===== src/rtl/zx8x_tape_player.sv =====
// rtl/zx8x_tape_player.sv - ZX80/ZX81 cassette waveform generator fed from the tape buffer RAM.
// Bytes go out MSB first as 4 (bit 0) or 9 (bit 1) pulses, each bit followed by a silent gap.
module zx8x_tape_player #(
    parameter int PULSE_CYC = 7800,
    parameter int GAP_CYC   = 67600,
    parameter int LEAD_CYC  = 26000000,
    parameter int ADDR_W    = 14
) (
    input  logic              clk_sys,
    input  logic              reset_n,
    input  logic              start,
    input  logic              stop,
    input  logic              pause,
    input  logic              add_name,
    input  logic [ADDR_W-1:0] length,
    output logic [ADDR_W-1:0] mem_addr,
    input  logic [7:0]        mem_data,
    output logic              tape_out,
    output logic              busy,
    output logic              done
);

    localparam int MAX_CYC = (LEAD_CYC > GAP_CYC)
                           ? ((LEAD_CYC > PULSE_CYC) ? LEAD_CYC : PULSE_CYC)
                           : ((GAP_CYC > PULSE_CYC) ? GAP_CYC : PULSE_CYC);
    localparam int TMR_W = $clog2(MAX_CYC + 1);

    // Timer is loaded with count-1 on phase entry so each phase spans exactly its count.
    localparam logic [TMR_W-1:0] PULSE_LD = TMR_W'(PULSE_CYC - 1);
    localparam logic [TMR_W-1:0] GAP_LD   = TMR_W'(GAP_CYC - 1);
    localparam logic [TMR_W-1:0] LEAD_LD  = TMR_W'(LEAD_CYC - 1);

    typedef enum logic [3:0] {
        S_IDLE  = 4'd0,
        S_LEAD  = 4'd1,
        S_FETCH = 4'd2,
        S_LOAD  = 4'd3,
        S_BIT   = 4'd4,
        S_HI    = 4'd5,
        S_LO    = 4'd6,
        S_GAP   = 4'd7,
        S_DONE  = 4'd8
    } state_t;

    state_t            state_q, state_d;
    logic [TMR_W-1:0]  timer_q, timer_d;
    logic [7:0]        shift_q, shift_d;
    logic [3:0]        bit_cnt_q, bit_cnt_d;
    logic [3:0]        pulse_cnt_q, pulse_cnt_d;
    logic [ADDR_W-1:0] idx_q, idx_d;
    logic [ADDR_W-1:0] len_q, len_d;
    logic              name_en_q, name_en_d;
    logic              is_name_q, is_name_d;

    logic              hold;
    logic              tmr_zero;
    logic [ADDR_W-1:0] idx_inc;

    always_ff @(posedge clk_sys or negedge reset_n) begin
        if (!reset_n) begin
            state_q     <= S_IDLE;
            timer_q     <= '0;
            shift_q     <= '0;
            bit_cnt_q   <= '0;
            pulse_cnt_q <= '0;
            idx_q       <= '0;
            len_q       <= '0;
            name_en_q   <= 1'b0;
            is_name_q   <= 1'b0;
        end else begin
            state_q     <= state_d;
            timer_q     <= timer_d;
            shift_q     <= shift_d;
            bit_cnt_q   <= bit_cnt_d;
            pulse_cnt_q <= pulse_cnt_d;
            idx_q       <= idx_d;
            len_q       <= len_d;
            name_en_q   <= name_en_d;
            is_name_q   <= is_name_d;
        end
    end

    // DONE is excluded from the freeze so the done pulse always stays one cycle wide.
    assign hold     = pause && (state_q != S_IDLE) && (state_q != S_DONE);
    assign tmr_zero = (timer_q == '0);
    assign idx_inc  = idx_q + ADDR_W'(1);

    always_comb begin
        state_d     = state_q;
        timer_d     = timer_q;
        shift_d     = shift_q;
        bit_cnt_d   = bit_cnt_q;
        pulse_cnt_d = pulse_cnt_q;
        idx_d       = idx_q;
        len_d       = len_q;
        name_en_d   = name_en_q;
        is_name_d   = is_name_q;

        if (stop) begin
            state_d = S_IDLE;
        end else if (!hold) begin
            case (state_q)
                S_IDLE: begin
                    if (start) begin
                        state_d   = S_LEAD;
                        timer_d   = LEAD_LD;
                        len_d     = length;
                        name_en_d = add_name;
                        idx_d     = '0;
                    end
                end
                S_LEAD: begin
                    if (!tmr_zero) begin
                        timer_d = timer_q - TMR_W'(1);
                    end else if (name_en_q) begin
                        shift_d   = 8'h80;
                        bit_cnt_d = 4'd8;
                        is_name_d = 1'b1;
                        state_d   = S_BIT;
                    end else if (len_q == '0) begin
                        state_d = S_DONE;
                    end else begin
                        state_d = S_FETCH;
                    end
                end
                S_FETCH: begin
                    state_d = S_LOAD;
                end
                S_LOAD: begin
                    shift_d   = mem_data;
                    bit_cnt_d = 4'd8;
                    is_name_d = 1'b0;
                    state_d   = S_BIT;
                end
                S_BIT: begin
                    pulse_cnt_d = shift_q[7] ? 4'd9 : 4'd4;
                    timer_d     = PULSE_LD;
                    state_d     = S_HI;
                end
                S_HI: begin
                    if (!tmr_zero) begin
                        timer_d = timer_q - TMR_W'(1);
                    end else begin
                        timer_d = PULSE_LD;
                        state_d = S_LO;
                    end
                end
                S_LO: begin
                    if (!tmr_zero) begin
                        timer_d = timer_q - TMR_W'(1);
                    end else begin
                        pulse_cnt_d = pulse_cnt_q - 4'd1;
                        if (pulse_cnt_q == 4'd1) begin
                            timer_d = GAP_LD;
                            state_d = S_GAP;
                        end else begin
                            timer_d = PULSE_LD;
                            state_d = S_HI;
                        end
                    end
                end
                S_GAP: begin
                    if (!tmr_zero) begin
                        timer_d = timer_q - TMR_W'(1);
                    end else begin
                        shift_d   = {shift_q[6:0], 1'b0};
                        bit_cnt_d = bit_cnt_q - 4'd1;
                        if (bit_cnt_q != 4'd1) begin
                            state_d = S_BIT;
                        end else if (is_name_q) begin
                            // Name byte consumed no buffer slot; data still starts at index 0.
                            state_d = (len_q == '0) ? S_DONE : S_FETCH;
                        end else if (idx_inc == len_q) begin
                            state_d = S_DONE;
                        end else begin
                            idx_d   = idx_inc;
                            state_d = S_FETCH;
                        end
                    end
                end
                S_DONE: begin
                    state_d = S_IDLE;
                end
                default: begin
                    state_d = S_IDLE;
                end
            endcase
        end
    end

    always_comb begin
        tape_out = (state_q == S_HI) && !pause;
        busy     = (state_q != S_IDLE) && (state_q != S_DONE);
        done     = (state_q == S_DONE);
        mem_addr = idx_q;
    end

endmodule


===== config.mk =====
export PLATFORM = sky130hd
export DESIGN_NAME = zx8x_tape_player
export DESIGN_NICKNAME = d
export VERILOG_FILES = /design/src/rtl/zx8x_tape_player.sv
export SDC_FILE = /design/constraint.sdc
export NUM_CORES = 1
export LEC_CHECK = 0
export CORE_ASPECT_RATIO = 0.8
export CORE_MARGIN = 5
export CORE_UTILIZATION = 30
export DETAILED_ROUTE_END_ITERATION = 10
export PLACE_DENSITY_LB_ADDON = 0.25
export SLEW_MARGIN = 5
export SYNTH_ARGS = -nofsm -noshare
export SYNTH_HDL_FRONTEND = slang
export SYNTH_SLANG_ARGS = --single-unit

===== constraint.sdc =====
create_clock -name clk_sys -period 5.05 [get_ports clk_sys]
set_input_delay 1.515 -clock clk_sys [delete_from_list [all_inputs] [get_ports clk_sys]]
set_output_delay 1.515 -clock clk_sys [all_outputs]
set_load 0.01 [all_outputs]

---- Yosys cells after proc, flatten, opt, wreduce, memory -nomap -nowiden ----
Cells that the tools add are included.
W data, S select, Z words.
operators by class
  add/subtract/negate cells ............... 4
  eq/ne operators ......................... 27
  muxes and demuxes ....................... 40
  bitwise operators ....................... 2
  reduce and logical (&&, ||, !) cells .... 22
operators by type and width
  kind                     count
  $pmux W25 S5             1
  $mux W25                 4
  $mux W14                 5
  $mux W4                  17
  $pmux W4 S8              1
  $pmux W14 S2             1
  $logic_not A25 Y1        1
  $sub A25 B1 Y25 const B  1
  $mux W8                  3
  $pmux W8 S3              1
  $ne A2 B2 Y1 const B     10
  $mux W17                 1
  $eq A4 B3 Y1 const B     4
  $ne A3 B3 Y1 const B     5
  $add A14 B1 Y14 const B  1
  $eq A14 B14 Y1           1
  $logic_not A14 Y1        1
  $pmux W4 S3              1
  $reduce_and A6 Y1        2
  $reduce_and A5 Y1        2
  $eq A4 B1 Y1 const B     2
  $eq A4 B2 Y1 const B     2
  $pmux W4 S2              1
  $reduce_and A4 Y1        2
  other kinds (17)         25
storage, ports and cells
  flip-flop bits (word level) ............. 75
  word-level logic and storage cells ...... 104

---- Longest topological paths before layout ----
  depth in word-level cells ............... 9
  mapped depth ............................ 11
  gate-level depth less buffers ........... 9

---- Least setup slack after synthesis ----
Ideal clock, no wire load.
  kind .................................... input to output
  start point ............................. input pause
  end point ............................... output tape_out
  arrival ................................. 1.816 ns
  setup slack ............................. 1.719 ns
  stages .................................. 1
  path buffers ............................ 0
  cell sequence ........................... nor3_1
on the way
  longest elaborated chain between the ends .. 2
ends and longest elaborated chain
  item                 RTL line  source
  start, declared      13        input logic pause,
  $logic_not A1 Y1     192       tape_out = (state_q == S_HI) && !pause;
  $logic_and A1 B1 Y1  192
  end, declared        18        output logic tape_out,
Every way passes these cells.

---- Worst setup path in the final report ----
Same ends and word-level chain as after synthesis.

==> flow_summary.json <==
{
  "antenna_cells": 0,
  "cp.depth": 3,
  "final_util_pct": 36.6,
  "antenna_found_initial": 0,
  "cp.arrival_ps": 2810,
  "synth_ff_type": "dfrtp_1",
  "switchingPower_uw": 904,
  "clockPowerShare_pct": 27.6,
  "drtPass1Iterations": 4,
  "drt-total-wl_um": 12300,
  "synthCells": 526,
  "reg2reg_from": "mem_addr[0]",
  "routedWlPerCell_um": 16.1,
  "place.gp.congestion": 0.851,
  "netlist_area_mm2": 0.00467,
  "drv_slew": 0,
  "ff2ff_path_depth": 8,
  "pre_cts_slack_ps": 749,
  "end_kind": "output port",
  "setup.worst_path.start": "pause",
  "start_util_pct": 30.8,
  "grt_max_degree": 76,
  "synth_top_area_share_pct": 40.2,
  "place.port_buffers": 44,
  "holdPathStages": 2,
  "synthTopCellsByCount": "dfrtp_1 (75), nor2_1 (55), o21ai_0 (52)",
  "grt_pass1_wl_um": 20000,
  "cap_violations": 0,
  "dpl-instance-area_mm2": 0.00525,
  "drc": 0,
  "hold_violations": 0,
  "grtUsageTotal_pct": 13.7,
  "synth_top_cells_by_area": "dfrtp_1 (40%), o21ai_0 (5.6%), nor2_1 (4.4%)",
  "clockBufferDepth": 2,
  "final_cell_area_mm2": 0.00555,
  "hpwl_um": 8600,
  "crit_fanout": 4,
  "power_density_mw_per_mm2": 428,
  "outcome": "completed",
  "yosysWarnings": 0,
  "syn-num-nets": 560,
  "synth.ff_latch_count": 75,
  "critical_path_buf_inv_count": 2,
  "cts.clk_slew.worst_paths_ps": 60,
  "cp_common_cell": "clkdlybuf4s50_1",
  "die_y_um": 122,
  "synth_cell_types": 61,
  "finalCritPeriodShare_pct": 85.6,
  "min_period_ps": 4320,
  "clock-root-buffer": "clkbuf_16",
  "critPathKind": "in2out",
  "finalSetupTns_ps": 0,
  "clk_latency_ps": 340,
  "r2r-end": "mem_addr[2]",
  "tritoncts": "yes",
  "r2r_slack_ps": 1520,
  "cts_max_level": 3,
  "clock_sinks": 75,
  "crit_end": "tape_out",
  "hold_buffers": 0,
  "worst_slack_ps": 725,
  "die_x_um": 149,
  "relSlewSlack_pct": 22.7,
  "switching_share_pct": 38.0,
  "clock.fmax_ghz": 0.231,
  "holdCritPathClass": "reg2reg",
  "async_flop_share_pct": 100,
  "core_mm2": 0.0152,
  "drive_above_1_share_pct": 8.80,
  "synth-seq-area-share_pct": 40.2,
  "vias": 4093,
  "antenna_left": 0,
  "rows": 40,
  "cp_data_required_time_ps": 3540,
  "post_cts_resized": 0,
  "combPwrFrac_pct": 31.6,
  "crit_family": "buffers and inverters",
  "path_cells": "clkdlybuf4s50_1, nor3_1, clkdlybuf4s50_1",
  "ir_worst_vdd_v": 0.000174,
  "start_kind": "input port",
  "syn_to_final_growth_pct": 18.9,
  "fin_worst_skew_ps": 8.15,
  "p_leak_uw": 0.00217,
  "synth_area_leader_cell": "dfrtp_1",
  "internal_power_uw": 1470,
  "die_area_mm2": 0.0182,
  "grt_overflow_total": 0,
  "seq_power_share_pct": 40.8,
  "rsz0062_at_grt": "false",
  "slowest_stage": "clkdlybuf4s50_1",
  "final_nets": 586,
  "first_global_vias": 3806,
  "synth_edf_count": 0,
  "synth.avg_cell_area_um2": 8.87,
  "worst-slew-pin-transition_ps": 1150,
  "io_pins": 45,
  "synth.most_common_cell": "dfrtp_1",
  "setup_violations": 0,
  "drtIter0Drc": 287,
  "cts_buffers": 9,
  "slowest_delay_ps": 580,
  "postCtsSetupRepairBufs": 0,
  "viasPerCell": 5.34
}
==> power groups by stage <==
stage          Sequential (uW)  Combinational (uW)  Clock (uW)
6_report                   971                 751         656
5_1_grt                    990                 845         703
4_1_cts                    964                 752         677
3_5_place_dp               971                 750           0
3_3_place_gp               968                 733           0
2_1_floorplan              885                 606           0
==> area by class of cell <==
| cell class | instances | area, um^2 |
|---|---|---|
| fillers | 1555 | 9620 |
| well taps | 210 | 263 |
| repair buffers | 47 | 460 |
| inverters | 14 | 52.6 |
| clock inverters | 7 | 77.6 |
| flip-flops and latches | 75 | 1880 |
| multi-input cells | 405 | 2590 |
| clock buffers | 9 | 225 |
==> tightest hold or removal path: cells and delay by family (launching register included) <==
family	cells	cell delay (ps)
AO/OA/AOI/OAI	1	60
flip-flops	1	340
AND/OR/NAND/NOR	1	40
==> through the flow <==
stage / cells / hold WS, ps / total power, uW
after floorplan: 526 / 450 / 1490
after global placement: 751 / 465 / 1700
after detailed placement: 751 / 475 / 1720
after CTS: 767 / 490 / 2390
after global routing: 767 / 508 / 2540
final: 767 / 485 / 2380
==> routing by layer <==
metal  track usage [%]  vias to the layer above  wire length [um]
met4              3.54                        0               114
li1                  -                     2003                 -
met1              20.8                     1976              6480
met2              19.3                      104              5100
met3              3.12                       10               637
met5                 0                        -                 0
==> layout by cell type, fill, tap and decap left out, types with 9 or more instances in the layout <==
master           Yosys  layout
clkdlybuf4s50_1      0      43
xor2_1              14      14
o21ai_0             52      52
clkbuf_16            0       9
inv_1               14      14
nand3_1             14      14
a22o_1              10      10
nor2_1              55      55
a21oi_1             17      17
mux2_2              17      17
nor3_1              27      27
o31ai_1             10      10
nand2_1             49      49
nor4_1              11      11
dfrtp_1             75      75
==> registers in the layout, indices dropped and copies added, names as in the netlist <==
| signal | flops |
|---|---|
| len_q | 14 |
| is_name_q | 1 |
| bit_cnt_q | 4 |
| name_en_q | 1 |
| pulse_cnt_q | 4 |
| state_q | 4 |
| timer_q | 25 |
| mem_addr | 14 |
| shift_q | 8 |
==> how the worst min path moves through the flow <==
stage	to	from	slack, ps
floorplan	shift_q[6]	shift_q[6]	450
detailed placement	shift_q[6]	shift_q[6]	470
finish	shift_q[5]	shift_q[5]	490
global placement	shift_q[6]	shift_q[6]	460
global route	shift_q[6]	shift_q[6]	510
CTS	shift_q[6]	shift_q[6]	490
==> kinds of logic (layout without fill, tap and decap cells) <==
group | count (synthesis) | count (layout) | synth area share (%)
adder cells (fa/ha/maj) | 6 | 6 | 1.61
buffers and inverters | 46 | 77 | 4.21
multiplexers | 21 | 21 | 4.96
AO/OA/AOI/OAI | 149 | 149 | 21.6
flip-flops | 75 | 75 | 40.2
XOR/XNOR | 18 | 18 | 3.38
AND/OR/NAND/NOR | 211 | 211 | 24.0
(Power assumes the default switching activity.)
